File: src/rtl/fpu_div_pkg.sv
// Shared types and helpers for the sequential FPU mantissa divider.
package fpu_div_pkg;

  typedef enum logic [1:0] {
    IDLE = 2'd0,
    COMP = 2'd1,
    DONE = 2'd2
  } fpuSeqDivState_t;

  // Quotient width: integer bits plus the extra fractional bits.
  function automatic int calcQw(input int width, input int fracw);
    return width + fracw;
  endfunction

endpackage

File: src/rtl/fpu_seq_divider_fsm.sv
// Control FSM for fpu_seq_divider: handshake outputs, load/step enables and
// the next-state decode. The state register itself lives in the top module.
module fpu_seq_divider_fsm
  import fpu_div_pkg::*;
(
  input  fpuSeqDivState_t state,
  input  logic            in_valid,
  input  logic            out_ready,
  input  logic            counterDone,
  input  logic            fastQualify,
  output logic            in_ready,
  output logic            out_valid,
  output logic            loadEn,
  output logic            stepEn,
  output fpuSeqDivState_t nextState
);

  // Decode handshake flags, datapath enables and the next state from the current state.
  always_comb begin
    in_ready  = 1'b0;
    out_valid = 1'b0;
    loadEn    = 1'b0;
    stepEn    = 1'b0;
    nextState = state;
    case (state)
      IDLE: begin
        in_ready = 1'b1;
        if (in_valid) begin
          loadEn    = 1'b1;
          nextState = fastQualify ? DONE : COMP;
        end
      end
      COMP: begin
        stepEn = 1'b1;
        if (counterDone) begin
          nextState = DONE;
        end
      end
      DONE: begin
        out_valid = 1'b1;
        if (out_ready) begin
          nextState = IDLE;
        end
      end
      default: nextState = IDLE;
    endcase
  end

endmodule

File: src/rtl/fpu_seq_divider.sv
// Handshaked unsigned restoring divider producing a quotient with FRACW
// fractional bits, a remainder, a sticky bit and a divide-by-zero flag.
// Optional macro FPU_DIV_FAST_PATH_EN: zero dividend or zero divisor skips
// the iteration and goes straight to DONE with the same results.
module fpu_seq_divider
  import fpu_div_pkg::*;
#(
  parameter int WIDTH = 16,
  parameter int FRACW = 10
) (
  input  logic                   clock,
  input  logic                   reset_n,
  input  logic                   in_valid,
  output logic                   in_ready,
  input  logic [WIDTH-1:0]       dividend,
  input  logic [WIDTH-1:0]       divisor,
  output logic                   out_valid,
  input  logic                   out_ready,
  output logic [WIDTH+FRACW-1:0] quotient,
  output logic [WIDTH-1:0]       remainder,
  output logic                   sticky,
  output logic                   div_zero
);

  localparam int QW = calcQw(WIDTH, FRACW);
  localparam int CW = $clog2(QW + 1);

  fpuSeqDivState_t state;
  fpuSeqDivState_t nextState;

  logic [QW-1:0]    paddedIn;
  logic [QW-1:0]    shiftReg;
  logic [QW-1:0]    quotReg;
  logic [WIDTH-1:0] divisorReg;
  logic [WIDTH-1:0] remReg;
  logic             stickyReg;
  logic             divZeroReg;
  logic [CW-1:0]    counter;

  logic [WIDTH:0]   shifted;
  logic [WIDTH:0]   trial;
  logic             borrow;
  logic [WIDTH-1:0] stepRem;

  logic loadEn;
  logic stepEn;
  logic counterDone;
  logic fastQualify;

  assign paddedIn    = {dividend, {FRACW{1'b0}}};
  assign counterDone = (counter == CW'(1));

`ifdef FPU_DIV_FAST_PATH_EN
  assign fastQualify = (dividend == '0) || (divisor == '0);
`else
  assign fastQualify = 1'b0;
`endif

  // One restoring step: shift in the next dividend bit and try to subtract;
  // the borrow is taken one bit wider so a zero divisor never borrows.
  always_comb begin
    shifted = {remReg, shiftReg[QW-1]};
    {borrow, trial} = {1'b0, shifted} - {2'b0, divisorReg};
    stepRem = WIDTH'(borrow ? shifted : trial);
  end

  fpu_seq_divider_fsm uFsm (
    .state       (state),
    .in_valid    (in_valid),
    .out_ready   (out_ready),
    .counterDone (counterDone),
    .fastQualify (fastQualify),
    .in_ready    (in_ready),
    .out_valid   (out_valid),
    .loadEn      (loadEn),
    .stepEn      (stepEn),
    .nextState   (nextState)
  );

  // State register and datapath: load operands on accept, iterate in COMP,
  // and otherwise hold so results stay stable while DONE waits for out_ready.
  always_ff @(posedge clock) begin
    if (!reset_n) begin
      state      <= IDLE;
      shiftReg   <= '0;
      quotReg    <= '0;
      divisorReg <= '0;
      remReg     <= '0;
      stickyReg  <= 1'b0;
      divZeroReg <= 1'b0;
      counter    <= '0;
    end else begin
      state <= nextState;
      if (loadEn) begin
        shiftReg   <= paddedIn;
        divisorReg <= divisor;
        divZeroReg <= (divisor == '0);
        counter    <= CW'(QW);
        remReg     <= '0;
        quotReg    <= '0;
        stickyReg  <= 1'b0;
`ifdef FPU_DIV_FAST_PATH_EN
        if (divisor == '0) begin
          quotReg   <= '1;
          remReg    <= paddedIn[WIDTH-1:0];
          stickyReg <= (paddedIn[WIDTH-1:0] != '0);
        end
`endif
      end else if (stepEn) begin
        shiftReg  <= {shiftReg[QW-2:0], 1'b0};
        quotReg   <= {quotReg[QW-2:0], ~borrow};
        remReg    <= stepRem;
        stickyReg <= (stepRem != '0);
        counter   <= counter - CW'(1);
      end
    end
  end

  assign quotient  = quotReg;
  assign remainder = remReg;
  assign sticky    = stickyReg;
  assign div_zero  = divZeroReg;

endmodule

File: config.mk
export PLATFORM = sky130hd
export DESIGN_NAME = fpu_seq_divider
export DESIGN_NICKNAME = d
export VERILOG_FILES = /design/src/rtl/fpu_div_pkg.sv /design/src/rtl/fpu_seq_divider_fsm.sv /design/src/rtl/fpu_seq_divider.sv
export SDC_FILE = /design/constraint.sdc
export NUM_CORES = 1
export LEC_CHECK = 0
export ABC_AREA = 0
export CORE_ASPECT_RATIO = 1.1
export CORE_MARGIN = 2
export CORE_UTILIZATION = 47
export DETAILED_ROUTE_END_ITERATION = 8
export GPL_TIMING_DRIVEN = 0
export HOLD_SLACK_MARGIN = 0.03
export PLACE_DENSITY = 0.77
export SYNTH_ARGS = -nofsm -noshare
export SYNTH_HDL_FRONTEND = slang
export SYNTH_SLANG_ARGS = --single-unit
File: constraint.sdc
create_clock -name clock -period 2.47 [get_ports clock]
set_input_delay 0.494 -clock clock [delete_from_list [all_inputs] [get_ports clock]]
set_output_delay 0.494 -clock clock [all_outputs]
set_load 0.02 [all_outputs]
### Word-level counts from Yosys, hierarchy flattened

Index checks and enable logic that the tools add are counted.

| cells by class | value |
|---|---|
| add/sub/neg operators | 2 |
| equality and inequality tests | 6 |
| muxes and demuxes | 14 |
| bitwise operators | 2 |
| reductions and logical operators | 6 |

Operator list:

| operator | count |
|---|---|
| $mux 26 | 2 |
| $sub 17x16->18 | 1 |
| $logic_not 16->1 | 1 |
| $mux 16 | 1 |
| $reduce_bool 16->1 | 1 |
| $mux 5 | 2 |
| $mux 2 | 3 |
| $ne 2x2->1 const B | 3 |
| $pmux 2 s3 | 1 |
| $eq 5x1->1 const B | 1 |
| $mux 1 | 5 |
| $sub 5x1->5 const B | 1 |
| $reduce_and 3->1 | 1 |
| $eq 2x1->1 const B | 1 |
| $eq 2x2->1 const B | 1 |
| $logic_not 2->1 | 1 |
| $not 1->1 | 2 |
| $reduce_bool 2->1 | 1 |
| $reduce_or 2->1 | 1 |

| word-level totals | value |
|---|---|
| register bits after elaboration | 83 |
| bits of input ports | 36 |
| output and inout bits | 46 |
| logic and storage cells | 39 |

### Longest topological paths before layout

| logic depth | value |
|---|---|
| word-level depth | 4 |
| mapped depth | 12 |
| mapped depth without buffers | 12 |

### By module

A second synthesis with hierarchy kept.

| second synthesis, totals | value |
|---|---|
| cell total of the unflattened synthesis | 502 |
| area, all modules | 4443.0 sq um |

By module, submodules not included:

| module | times used | cells each | area each (sq um) | sequential area each (sq um) |
|---|---|---|---|---|
| fpu_seq_divider | 1 | 491 | 4366.7 | 1661.6 |
| fpu_seq_divider_fsm | 1 | 11 | 76.3 | 0.0 |

### Worst setup path after synthesis

OpenSTA, ideal clock, no wires.

| path | value |
|---|---|
| kind | flip-flop to flip-flop |
| start point | register remReg[3], in the netlist remainder[3] |
| end point | register stickyReg, in the netlist sticky |
| arrival | 2.381 ns |
| data required time | 2.343 ns |
| path slack | -0.037 ns |
| cell stages (with the launch flop) | 11 |
| path buffers | 1 |
| clock period less this slack | 2.507 ns |
| cells stage by stage | dfxtp_1 ha_1 and2_4 a221oi_1 a2111o_1 and2_1 a21o_1 buf_2 o21bai_1 nor4_1 a31oi_1 |

| on the way | value |
|---|---|
| word-level cells in the longest chain between the ends | 3 |

Ends and longest elaborated chain:

| what | line | text |
|---|---|---|
| start: declaration | fpu_seq_divider.sv:35 | `logic [WIDTH-1:0] remReg;` |
| start signal: assignment | fpu_seq_divider.sv:112 | `remReg <= stepRem;` |
| $sub 17x16->18 | fpu_seq_divider.sv:63 | `{borrow, trial} = {1'b0, shifted} - {2'b0, divisorReg};` |
| $mux 16 * | fpu_seq_divider.sv:64 | `stepRem = WIDTH'(borrow ? shifted : trial);` |
| $reduce_bool 16->1 * | fpu_seq_divider.sv:113 | `stickyReg <= (stepRem != '0);` |
| end signal: assignment | fpu_seq_divider.sv:113 |  |
| end: declaration | fpu_seq_divider.sv:36 | `logic stickyReg;` |

Mark *: on every way between the ends. The rest lies on a longest branch, timed or not.
A chain may end at the register's enable or synchronous reset.

### Final worst setup path

| path | value |
|---|---|
| start point | register shiftReg[25] |
| end point | register stickyReg, in the netlist sticky |

| on the way | value |
|---|---|
| word-level cells in the longest chain between the ends | 3 |

Ends and longest elaborated chain:

| what | line | text |
|---|---|---|
| start: declaration | fpu_seq_divider.sv:32 | `logic [QW-1:0] shiftReg;` |
| start signal: assignment | fpu_seq_divider.sv:95 | `shiftReg <= paddedIn;` |
| start signal: assignment | fpu_seq_divider.sv:110 | `shiftReg <= {shiftReg[QW-2:0], 1'b0};` |
| $sub 17x16->18 | fpu_seq_divider.sv:63 |  |
| $mux 16 * | fpu_seq_divider.sv:64 |  |
| $reduce_bool 16->1 * | fpu_seq_divider.sv:113 |  |

Marks and branches as above.

==> summary.md <==
| Metric | Value |
|---|---|
| Sequential cell area | `1690 sq um` |
| Post-Synth Adder-Cell Area | `5.92%` |
| Final wirelength | `11.8 mm` |
| CTS tree | `done` |
| Clock Sinks | `83` |
| Inst Count DP | `707` |
| CP arrival | `2880 ps` |
| Largest family of logic cells by synthesized area | `compound AO/OA/AOI/OAI gates` |
| Area of the multi-input gates | `2600 sq um` |
| Die height | `102 um` |
| Routed length per instance | `15.9 um` |
| Post-synthesis cell type count | `47` |
| Port Buffers | `81` |
| Final Slew Violations | `0` |
| Global-route wire length before repair | `18.4 mm` |
| Leakage | `2.03 nW` |
| Multiplexer area fraction after synthesis | `1.45%` |
| Final setup margin | `-176 ps` |
| Filler instances | `648` |
| Critical Path Source Type | `flop` |
| Vias in the first global route | `3,994` |
| Clk_lat worst skew | `360 ps` |
| Antenna Diode Count | `0` |
| Clock share of power | `20.5%` |
| Final core utilization | `68.6%` |
| Final Hold Slack | `466 ps` |
| Clock buffer count from CTS | `9` |
| Antenna violations before repair | `0` |
| Drt via density | `5.66` |
| Mapped Area | `4150 sq um` |
| Routed vias | `4,211` |
| Failing checks | `setup timing` |
| Xor/xnor share of the synthesized area | `3.38%` |
| Fin. Hold Viols | `0` |
| Post-synthesis sequential area ratio | `40.1%` |
| Final Skew | `14.6 ps` |
| Combinational power share | `47.3%` |
| Cts hold-fix bufs | `0` |
| Int Pwr | `2.88 mW` |
| Reg power frac | `32.2%` |
| Max Buffers Root-to-Sink | `2` |
| Largest net degree at the start of global routing | `18` |
| RSZ-0062 raised after global routing | `yes` |
| Post-synthesis area per instance | `8.05 sq um` |
| Switching Fraction | `39.1%` |
| Min-delay worst type | `flop to flop` |
| GP Congestion | `0.971` |
| Critical path peak fanout | `3` |
| GRT Util Overall | `23.9%` |
| Hold Crit Depth | `2` |
| Core ar. | `8500 sq um` |
| Die Area | `9590 sq um` |
| Width of the chip | `93.5 um` |
| Crit share post-route | `107%` |
| Syn. warnings | `0` |
| Req. time, crit path | `2700 ps` |
| Share of cells above drive strength 1 | `17.2%` |
| Worst Tran Pin Value | `677 ps` |
| Post-Layout Cell Count | `744` |
| Post-layout nets | `683` |
| Max rail drop VDD | `407 uV` |
| Critical setup path kind | `flop to flop` |
| Total grt overflow | `0` |
| Area growth syn-to-layout | `40.7%` |
| CP Capture Type | `flop` |
| Initial core utilization | `48.8%` |
| Run status | `complete, but fails checks` |
| Shortest period the worst path allows | `2650 ps` |
| Worst R2R Path Depth | `12` |
| Peak Freq | `0.378 GHz` |
| Detailed Route Iter0 Violations | `290` |
| P_sw | `1.85 mW` |
| Slew HR | `54.9%` |
| H-tree lvl count | `3` |
| Post-synthesis simple-gate area fraction | `19.7%` |
| Number of synthesized register bits | `83` |
| IO Pins | `82` |
| Hpwl dp | `8.06 mm` |
| Synth async-reset ratio | `0%` |
| Drt first pass iters | `5` |
| Power per standard cell area | `811 nW/um^2` |
| Clk slew on worst S/H paths | `100 ps` |
| DR DRC count | `0` |
| Max Cap Viol | `0` |
| EDFF count, synth | `0` |
| Setup Total Neg Slack | `-580 ps` |
| Synth Flop Type | `dfxtp_1` |
| Post-synthesis compound-gate area fraction | `24.1%` |
| Setup violators final | `11` |
| Synth Net Count | `570` |
| ANT nets after route | `0` |
| Post-Synthesis Cells | `515` |
| Core Rows | `35` |
| CTS Root Cell | `clkbuf_8` |
## cells by family (layout without fill, tap and decap cells)
family / after synthesis / in the layout
fa+ha+maj: 19 / 19
simple gates: 194 / 194
buf+inv: 52 / 170
compound gates: 145 / 145
flops: 83 / 83
mux: 6 / 6
xor+xnor: 16 / 16
## through the flow
step / worst slack (ps) / instance area, sq um / power, mW
2_1_floorplan: 14.1 / 4160 / 2.65
3_3_place_gp: -453 / 5110 / 3.03
3_5_place_dp: -483 / 5110 / 3.07
4_1_cts: -192 / 5530 / 4.28
5_1_grt: -262 / 5830 / 4.94
6_report: -176 / 5830 / 4.73
## sequential cells by signal, indices dropped and copies added (netlist names)
register and count:
quotient 26, divisorReg 16, remainder 16, shiftReg 16, counter 5, state 2
div_zero 1, sticky 1
## cells in the mapped netlist, drive strengths merged (3+ instances only)
library cell  number  area, sq um
a21o               4         30.0
nor2b              3         18.8
buf                7         51.3
xor2               7         61.3
o21a               3         22.5
xnor2              9         78.8
dfxtp             83         1660
nand2            119          447
nand2b             4         25.0
a21boi            37          282
clkbuf            23         86.3
and2               5         33.8
ha                18          225
a211oi            14          105
mux2i              6         60.1
o21ai              8         40.0
o211ai             6         58.8
nor2              34          128
nor3              13         65.1
nor4               4         25.0
nand3              5         25.0
a22oi             15          113
a21oi             42          210
a31oi              5         37.5
inv               22         82.6
## final cells by class
type                       count  area share (%)
timing repair buffer         103            17.1
inverter                      22            1.42
sequential                    83            29.0
buffer                        29            2.34
clock buffer                   9            2.12
tap                          111            2.38
clock inverter                 7            1.12
multi-input combinational    380            44.6
## critical path, stage by stage, from the launching register on
cell and delay (ps):
dfxtp_2 340, inv_2 60, ha_4 130, inv_2 40
fa_2 350, a211oi_2 280, o211ai_1 150, a31oi_2 300
o21a_1 210, or3_4 140, a31oi_4 90, nor4_4 320
a31oi_1 120
## metal layers
layer,GRT usage (%),vias to the layer above,part of all wire (%)
met5,0,-,0
li1,-,2010,-
met2,41.0,168,49
met4,8.81,0,1.9
met3,4.09,27,6.1
met1,30.5,2006,43
## cells in the final DEF, fill, tap and decap left out, types with 5 or more instances in the layout
cell type / instances
a211oi_1: 7
a211oi_2: 6
a21boi_0: 36
a21oi_1: 37
a22oi_1: 15
buf_4: 20
clkbuf_1: 23
clkbuf_8: 9
clkdlybuf4s50_1: 81
dfxtp_1: 69
dfxtp_2: 10
ha_1: 8
ha_4: 6
inv_1: 19
nand2_1: 117
nor2_1: 32
nor3_1: 11
o211ai_1: 5
o21ai_0: 5
xnor2_1: 8
xor2_1: 6
## path summary, 6_finish.rpt
check,slack (ps),to,from
max,-180,sticky,shiftReg[25]
min,470,quotient[25],quotient[25]
max reg2reg,-180,sticky,shiftReg[25]
min reg2reg,470,quotient[25],quotient[25]
## power groups by stage
stage,logic (mW),registers (mW),clock network (mW)
4_1_cts,1.78,1.51,0.980
3_5_place_dp,1.53,1.54,0
6_report,2.24,1.52,0.969
2_1_floorplan,1.10,1.55,0
5_1_grt,2.38,1.53,1.03
3_3_place_gp,1.50,1.54,0
## repair_timing
| action | 4_1_cts | 5_1_grt |
|---|---|---|
| cloned | 0 | 1 |
| endpoints found under the setup margin | 14 | 16 |
| gates resized for setup | 31 | 50 |
| pin swaps | 21 | 29 |
| buffers inserted | 11 | 10 |
(Power assumes the default switching activity.)
